$ cat config.mk
export PLATFORM = sky130hd
export DESIGN_NAME = mdr_unit
export DESIGN_NICKNAME = d
export VERILOG_FILES = /design/src/rtl/mdr_unit.sv
export SDC_FILE = /design/constraint.sdc
export NUM_CORES = 1
export LEC_CHECK = 0
export CAP_MARGIN = 30
export CORE_MARGIN = 3
export CORE_UTILIZATION = 45
export CTS_CLUSTER_SIZE = 30
export DETAILED_ROUTE_END_ITERATION = 10
export GPL_ROUTABILITY_DRIVEN = 1
export GPL_TIMING_DRIVEN = 0
export PLACE_DENSITY_LB_ADDON = 0.08
export SYNTH_ARGS = -nofsm -noshare
export SYNTH_HDL_FRONTEND = slang
export SYNTH_SLANG_ARGS = --single-unit
$ cat constraint.sdc
create_clock -name clk -period 10.7 [get_ports clk]
set_input_delay 2.675 -clock clk [delete_from_list [all_inputs] [get_ports clk]]
set_output_delay 2.675 -clock clk [all_outputs]
set_load 0.02 [all_outputs]
$ cat src/rtl/mdr_unit.sv
// Iterative signed multiply / divide / integer square root unit.
// One shared add/sub datapath, radix-2 per cycle, start/busy/done handshake.
module mdr_unit #(
  parameter int unsigned WORD_LENGTH = 16
) (
  input  logic                       clk,
  input  logic                       reset,
  input  logic                       start,
  input  logic [1:0]                 op,
  input  logic [WORD_LENGTH-1:0]     data_a,
  input  logic [WORD_LENGTH-1:0]     data_b,
  output logic                       busy,
  output logic                       done,
  output logic [2*WORD_LENGTH-1:0]   result,
  output logic                       error
);

  localparam int unsigned W  = WORD_LENGTH;
  localparam int unsigned H  = W / 2;
  localparam int unsigned AW = W + 2;
  localparam int unsigned CW = $clog2(W + 1);
  localparam logic [W-1:0] MinVal = {1'b1, {(W-1){1'b0}}};

  localparam logic [1:0] OpMul  = 2'b00;
  localparam logic [1:0] OpDiv  = 2'b01;
  localparam logic [1:0] OpSqrt = 2'b10;

  typedef enum logic [1:0] {StIdle, StCalc, StFin} state_e;

  state_e          state_q, state_d;
  logic [1:0]      op_q, op_d;
  logic            sign_a_q, sign_a_d, sign_b_q, sign_b_d;
  logic [W-1:0]    opnd_q, opnd_d;      // |A| for multiply, |B| for divide
  logic [2*W-1:0]  acc_q, acc_d;
  logic [AW-1:0]   rem_q, rem_d;
  logic [H-1:0]    root_q, root_d;
  logic [CW-1:0]   cnt_q, cnt_d;
  logic            err_q, err_d;
  logic            busy_q, busy_d, done_q, done_d, error_q, error_d;
  logic [2*W-1:0]  result_q, result_d;

  logic [W-1:0]    mag_a, mag_b;
  logic            pre_err;
  logic [W:0]      div_sh;
  logic [AW-1:0]   sqrt_sh;
  logic [AW-1:0]   alu_a, alu_b, alu_y;
  logic            alu_sub;
  logic [H:0]      sq_rem;
  logic [W-1:0]    quo_s, rem_s;

  assign mag_a   = data_a[W-1] ? (~data_a + 1'b1) : data_a;
  assign mag_b   = data_b[W-1] ? (~data_b + 1'b1) : data_b;
  assign pre_err = (op == 2'b11) ||
                   (op == OpDiv && data_b == '0) ||
                   (op == OpSqrt && data_a[W-1]) ||
                   (op == OpDiv && data_a == MinVal && data_b == '1);

  assign div_sh  = {rem_q[W-1:0], acc_q[W-1]};
  assign sqrt_sh = {rem_q[AW-3:0], acc_q[W-1:W-2]};

  // Operand selection for the single shared adder.
  always_comb begin
    alu_a   = '0;
    alu_b   = '0;
    alu_sub = 1'b0;
    if (state_q == StCalc) begin
      unique case (op_q)
        OpMul: begin
          alu_a = AW'(acc_q[2*W-1:W]);
          alu_b = acc_q[0] ? AW'(opnd_q) : '0;
        end
        OpDiv: begin
          alu_a   = AW'(div_sh);
          alu_b   = AW'(opnd_q);
          alu_sub = 1'b1;
        end
        OpSqrt: begin
          // Non-restoring: subtract {Q,01} after a non-negative step, add {Q,11} otherwise.
          alu_a   = sqrt_sh;
          alu_b   = AW'({root_q, rem_q[AW-1], 1'b1});
          alu_sub = ~rem_q[AW-1];
        end
        default: ;
      endcase
    end else if (state_q == StFin) begin
      // Final sqrt remainder correction: R += 2Q+1 when negative.
      alu_a = rem_q;
      alu_b = AW'({root_q, 1'b1});
    end
  end

  assign alu_y = alu_sub ? (alu_a - alu_b) : (alu_a + alu_b);

  assign sq_rem = rem_q[AW-1] ? alu_y[H:0] : rem_q[H:0];
  assign quo_s  = (sign_a_q ^ sign_b_q) ? (~acc_q[W-1:0] + 1'b1) : acc_q[W-1:0];
  assign rem_s  = sign_a_q ? (~rem_q[W-1:0] + 1'b1) : rem_q[W-1:0];

  always_comb begin
    state_d  = state_q;
    op_d     = op_q;
    sign_a_d = sign_a_q;
    sign_b_d = sign_b_q;
    opnd_d   = opnd_q;
    acc_d    = acc_q;
    rem_d    = rem_q;
    root_d   = root_q;
    cnt_d    = cnt_q;
    err_d    = err_q;
    busy_d   = busy_q;
    done_d   = 1'b0;
    result_d = result_q;
    error_d  = error_q;
    unique case (state_q)
      StIdle: begin
        busy_d = start;
        if (start) begin
          op_d     = op;
          sign_a_d = data_a[W-1];
          sign_b_d = data_b[W-1];
          opnd_d   = (op == OpMul) ? mag_a : mag_b;
          acc_d    = (op == OpMul) ? {{W{1'b0}}, mag_b} : {{W{1'b0}}, mag_a};
          rem_d    = '0;
          root_d   = '0;
          cnt_d    = (op == OpSqrt) ? CW'(H) : CW'(W);
          err_d    = pre_err;
          state_d  = pre_err ? StFin : StCalc;
        end
      end
      StCalc: begin
        cnt_d = cnt_q - 1'b1;
        unique case (op_q)
          OpMul: acc_d = {alu_y[W:0], acc_q[W-1:1]};
          OpDiv: begin
            rem_d = alu_y[AW-1] ? AW'(div_sh) : alu_y;
            acc_d = {acc_q[2*W-1:W], acc_q[W-2:0], ~alu_y[AW-1]};
          end
          OpSqrt: begin
            rem_d  = alu_y;
            root_d = {root_q[H-2:0], ~alu_y[AW-1]};
            acc_d  = {acc_q[2*W-1:W], acc_q[W-3:0], 2'b00};
          end
          default: ;
        endcase
        if (cnt_q == CW'(1)) state_d = StFin;
      end
      StFin: begin
        state_d = StIdle;
        done_d  = 1'b1;
        error_d = err_q;
        if (err_q) begin
          result_d = '0;
        end else begin
          unique case (op_q)
            OpMul:  result_d = (sign_a_q ^ sign_b_q) ? (~acc_q + 1'b1) : acc_q;
            OpDiv:  result_d = {rem_s, quo_s};
            OpSqrt: result_d = {{(W-H-1){1'b0}}, sq_rem, {(W-H){1'b0}}, root_q};
            default: result_d = '0;
          endcase
        end
      end
      default: state_d = StIdle;
    endcase
  end

  always_ff @(posedge clk or negedge reset) begin
    if (!reset) begin
      state_q  <= StIdle;
      op_q     <= '0;
      sign_a_q <= 1'b0;
      sign_b_q <= 1'b0;
      opnd_q   <= '0;
      acc_q    <= '0;
      rem_q    <= '0;
      root_q   <= '0;
      cnt_q    <= '0;
      err_q    <= 1'b0;
      busy_q   <= 1'b0;
      done_q   <= 1'b0;
      result_q <= '0;
      error_q  <= 1'b0;
    end else begin
      state_q  <= state_d;
      op_q     <= op_d;
      sign_a_q <= sign_a_d;
      sign_b_q <= sign_b_d;
      opnd_q   <= opnd_d;
      acc_q    <= acc_d;
      rem_q    <= rem_d;
      root_q   <= root_d;
      cnt_q    <= cnt_d;
      err_q    <= err_d;
      busy_q   <= busy_d;
      done_q   <= done_d;
      result_q <= result_d;
      error_q  <= error_d;
    end
  end

  assign busy   = busy_q;
  assign done   = done_q;
  assign result = result_q;
  assign error  = error_q;

endmodule

# Word-level counts from Yosys, hierarchy flattened
# Cells that the tools add are included.
# word_totals
input_bits,37
reg_bits,121
wordCells,106
# classes
bitwise_logic,8
n_eq_ne,18
n_mux,38
addsub,8
reduce_logical,19
# op_table
operator,n
32-bit one-hot mux with 3 select lines,2
16-bit 2-to-1 mux,7
32-bit 2-to-1 mux,3
18-bit 2-to-1 mux,5
18-bit one-hot mux with 2 select lines,2
16-bit by 1-bit adder with 16-bit output (second input constant),4
16-bit NOT,4
32-bit one-hot mux with 2 select lines,1
18-bit one-hot mux with 3 select lines,1
16-bit one-hot mux with 3 select lines,1
32-bit by 1-bit adder with 32-bit output (second input constant),1
16-bit == test (second input constant),2
32-bit NOT,1
18-bit adder,1
9-bit 2-to-1 mux,2
18-bit subtractor,1
17-bit 2-to-1 mux,1
16-bit logical NOT,1
8-bit 2-to-1 mux,2
8-bit one-hot mux with 2 select lines,1
5-bit 2-to-1 mux,2
5-bit one-hot mux with 2 select lines,1
3-bit AND reduction,3
2-bit == test (second input constant),4
19 further kinds,38

# Logic depth before layout (Yosys ltp)
# logic_depth
ltp_word,8
mapped_depth,26
ltp_nobuf,21

# Worst setup path after synthesis
# Ideal clock, no wire load.
# synth_path
path_type,register to register
from,register op_q[0]
to,register rem_q[12]
path_slack_ns,5.488
required_ns,10.574
setup_time_ns,0.126
t_arrival_ns,5.086
stages_incl_launch_ff,26
path_cell_list,dfrtp_1 inv_1 ha_1 buf_2 buf_1 buf_1 clkbuf_1 a21oi_1 o21ai_0 inv_1 ha_1 o211ai_1 nor3_1 and4_1 nor2_1 xor2_1 ha_1 a21o_1 a221o_1 a21o_1 o2111ai_1 a31o_2 and4_1 nor2_2 buf_6 a221o_1
# synth_via
elab_chain_len,8
# synth_rtl
item,line_no,source
start: declaration,31,"logic [1:0] op_q, op_d;"
start signal: assignment,183,op_q <= op_d;
"2-bit == test, or another cell as far along","67, 131",
18-bit one-hot mux with 3 select lines / 16-bit one-hot mux with 3 select lines (equally long branches),67,unique case (op_q)
18-bit 2-to-1 mux,66,if (state_q == StCalc) begin
18-bit adder / 18-bit subtractor (equally long branches),92,assign alu_y = alu_sub ? (alu_a - alu_b) : (alu_a + alu_b);
18-bit 2-to-1 mux,92,
17-bit 2-to-1 mux,134,rem_d = alu_y[AW-1] ? AW'(div_sh) : alu_y;
18-bit one-hot mux with 2 select lines,131,unique case (op_q)
18-bit one-hot mux with 2 select lines,113,unique case (state_q)
end signal: assignment,188,rem_q <= rem_d;
end: declaration,35,"logic [AW-1:0] rem_q, rem_d;"
# Parallel ways exist; a longest one is shown, timed or not.
# A chain may end at the register's enable or synchronous reset.

# Worst setup path in the final report
# layout_path
from,register op_q[0]
to,register rem_q[6]
# Same word-level chain as after synthesis.

==> summary.md <==
| Metric | Value |
|---|---|
| Largest net degree at the start of global routing | `72` |
| Vias in the first global route | `8753` |
| Footprint of the multi-input gates | `5930 um^2` |
| Async SR Flop Fraction | `1.00` |
| Num CTS Buffers | `17` |
| Syn nets | `1235` |
| Synthesized area | `9450 um^2` |
| Crit path time final | `6.81 ns` |
| Post-DP HPWL | `24300 um` |
| Rows | `52` |
| Worst-Margin Slew | `0.818 ns` |
| Wirelength per Cell | `20.5 um` |
| Setup violators final | `0` |
| Slowest stage delay, CP | `0.62 ns` |
| Slew Viols, Final | `0` |
| Reg area | `3030 um^2` |
| Htree depth | `4` |
| Core box area | `20400 um^2` |
| Die H | `151 um` |
| Post-cts hold buffer count | `0` |
| Final WL | `31700 um` |
| Overflow after GRT | `0` |
| N_diodes | `0` |
| Fillers | `1977` |
| CP arrival | `7.11 ns` |
| Vias per std cell | `6.11` |
| Vias post-DR | `9428` |
| # IOs | `72` |
| Design area | `11100 um^2` |
| Cells after Synth | `1168` |
| Syn Area/Cell | `8.09 um^2` |
| RSZ-0062 raised after global routing | `false` |
| Iteration count of the initial detailed-routing pass | `8` |
| Number of flops mapped to enable cells by yosys | `0` |
| Worst skew pair latency | `0.43 ns` |
| Status | `finished clean` |
| Initial antenna violation count | `0` |
| Clock-pin transition on the worst setup and hold timing paths | `0.06 ns` |
| Worst Path Required | `11.00 ns` |
| Antenna viol nets, final | `0` |
| Global-route wire length before repair | `50300 um` |
| Yosys warns | `0` |
| Nets | `1326` |
| Starting Density | `0.463` |
| # port buffers | `70` |
| Achievable clock frequency | `147 MHz` |
| Period Utilization, post-route | `0.636` |
| Skew final | `0.00901 ns` |
| Hold path start | `error` |
| Crit Path Max Fanout | `10` |
| Seq cells post-synth | `121` |
| Ys flop type | `dfrtp_1` |
| CP Launch Type | `flip-flop` |
| Most frequent cells after synthesis | `nand2_1 (153), dfrtp_1 (121), o21ai_0 (107), nor2_1 (106), a21oi_1 (83)` |
| Synth cell types | `79` |
| Global-route usage over all layers | `0.285` |
| Area Growth Syn to Fin | `17.4%` |
| Share of cells above drive strength 1 | `0.0637` |
| Slowest CP cell | `a2111oi_0` |
| Final Hold Viols | `0` |
| CTS max path bufs | `2` |
| GRT met1 Usage | `0.426` |
| Cell Area, Placed | `10500 um^2` |
| DIE AREA | `22800 um^2` |
| Met2 usage | `0.413` |
| Clock root buffer | `clkbuf_16` |
| Post-CTS sizing | `0` |
| Slew HR | `0.452` |
| Most numerous cell in the Yosys netlist | `nand2_1` |
| Busiest layer in global routing | `met1` |
| 1st-iter DRT viols | `1032` |
| Grt met3 use | `0.0775` |
| Synth top area share | `0.320` |
| Final Wtd Congestion | `0.955` |
| Sink Count | `121` |
| Setup Buffers After CTS | `0` |
| Area leader, netlist | `dfrtp_1` |
| Crit Path Category | `reg2reg` |
| Worst R2R Start | `op_q[0]` |
| DP Cell Count | `1510` |
| TritonCTS clock tree | `built` |
| Worst setup path startpoint | `op_q[0]` |
| Die W | `151 um` |
| Most frequent CP cell | `ha_1` |
| Crit end category | `flip-flop` |
| Max-cap check violation count | `0` |
| HP Class | `reg2reg` |
| Final setup TNS | `0 ns` |
| Synth area leaders | `dfrtp_1 (32%), nand2_1 (6.1%), o21ai_0 (5.7%), a21oi_1 (4.4%), xnor2_1 (4.4%)` |
| Post-route DRC | `0` |
| Fin cells | `1542` |
| Sequential element share of the synthesized area | `0.320` |
[per-layer routing]
metal	vias up	share of wire
met4	0	0.016
li1	4471	-
met3	40	0.11
met5	-	0
met2	440	0.42
met1	4477	0.45
[path summary, 6_finish.rpt]
check | end | slack [ns] | depth (start not counted)
max in group asynchronous | rem_q[0] | 7.78 | 2
worst max-delay path | rem_q[6] | 3.89 | 25
worst min register to register | error | 0.47 | 2
min in group asynchronous | result[9] | 2.18 | 1
worst min-delay path | error | 0.47 | 2
worst max register to register | rem_q[6] | 3.89 | 25
[cells in the final DEF, fill, tap and decap left out, drive strengths merged, types with 6 or more instances in the layout]
cell,instances
mux2,14
a21o,10
o221ai,8
a21oi,83
clkbuf,93
nand2,153
o211ai,13
xnor2,47
or4,8
or3,10
a222oi,23
o21ai,110
a221oi,9
and2,10
a221o,8
a21boi,6
clkdlybuf4s50,69
a22o,29
nand3,14
buf,24
nor4,11
nor3,19
mux2i,14
xor2,46
ha,29
o31ai,17
nand4,10
nand2b,12
a211oi,6
dfrtp,121
a22oi,11
nor2,108
inv,31
a31oi,12
or2,6
nor2b,6
o41ai,7
[cells by family after synthesis]
logic type / share of synthesized area
compound gates: 0.280
xor+xnor: 0.0862
fa+ha+maj: 0.0405
buf+inv: 0.0522
flops: 0.320
mux: 0.0319
simple gates: 0.188
[per-stage QoR]
| stage | util | hold slack, ns | setup slack [ns] |
|---|---|---|---|
| final | 0.543 | 0.470 | 3.89 |
| after global routing | 0.543 | 0.496 | 3.33 |
| after CTS | 0.543 | 0.479 | 4.02 |
| after detailed placement | 0.515 | 0.465 | 4.08 |
| after global placement | 0.513 | 0.461 | 1.93 |
| after floorplan | - | 0.434 | 5.49 |
[state kept, by name, indices dropped and copies added, names as in the netlist]
register  flops
cnt_q         5
root_q        8
rem_q        18
state_q       2
error         1
err_q         1
sign_a_q      1
result       32
acc_q        32
sign_b_q      1
done          1
opnd_q       16
busy          1
op_q          2
[final cells by class]
cell class	instances	share of cell area
Clock buffer	18	0.0396
Inverter	26	0.00880
Tap cell	270	0.0304
Timing Repair Buffer	72	0.0662
Buffer	96	0.0356
Multi-Input combinational cell	925	0.534
Sequential cell	121	0.273
Clock inverter	14	0.0122
[worst max-delay path, delay by kind of cell, from the launching register on]
family          cells  cell delay (ns)
xor+xnor            1             0.12
fa+ha+maj           3             0.78
flops               1             0.40
simple gates        6             1.00
buf+inv             7             2.06
compound gates      8             2.32
Power is not shown: default switching activity piles up to over one toggle a cycle in this logic, so the estimate is an artifact.
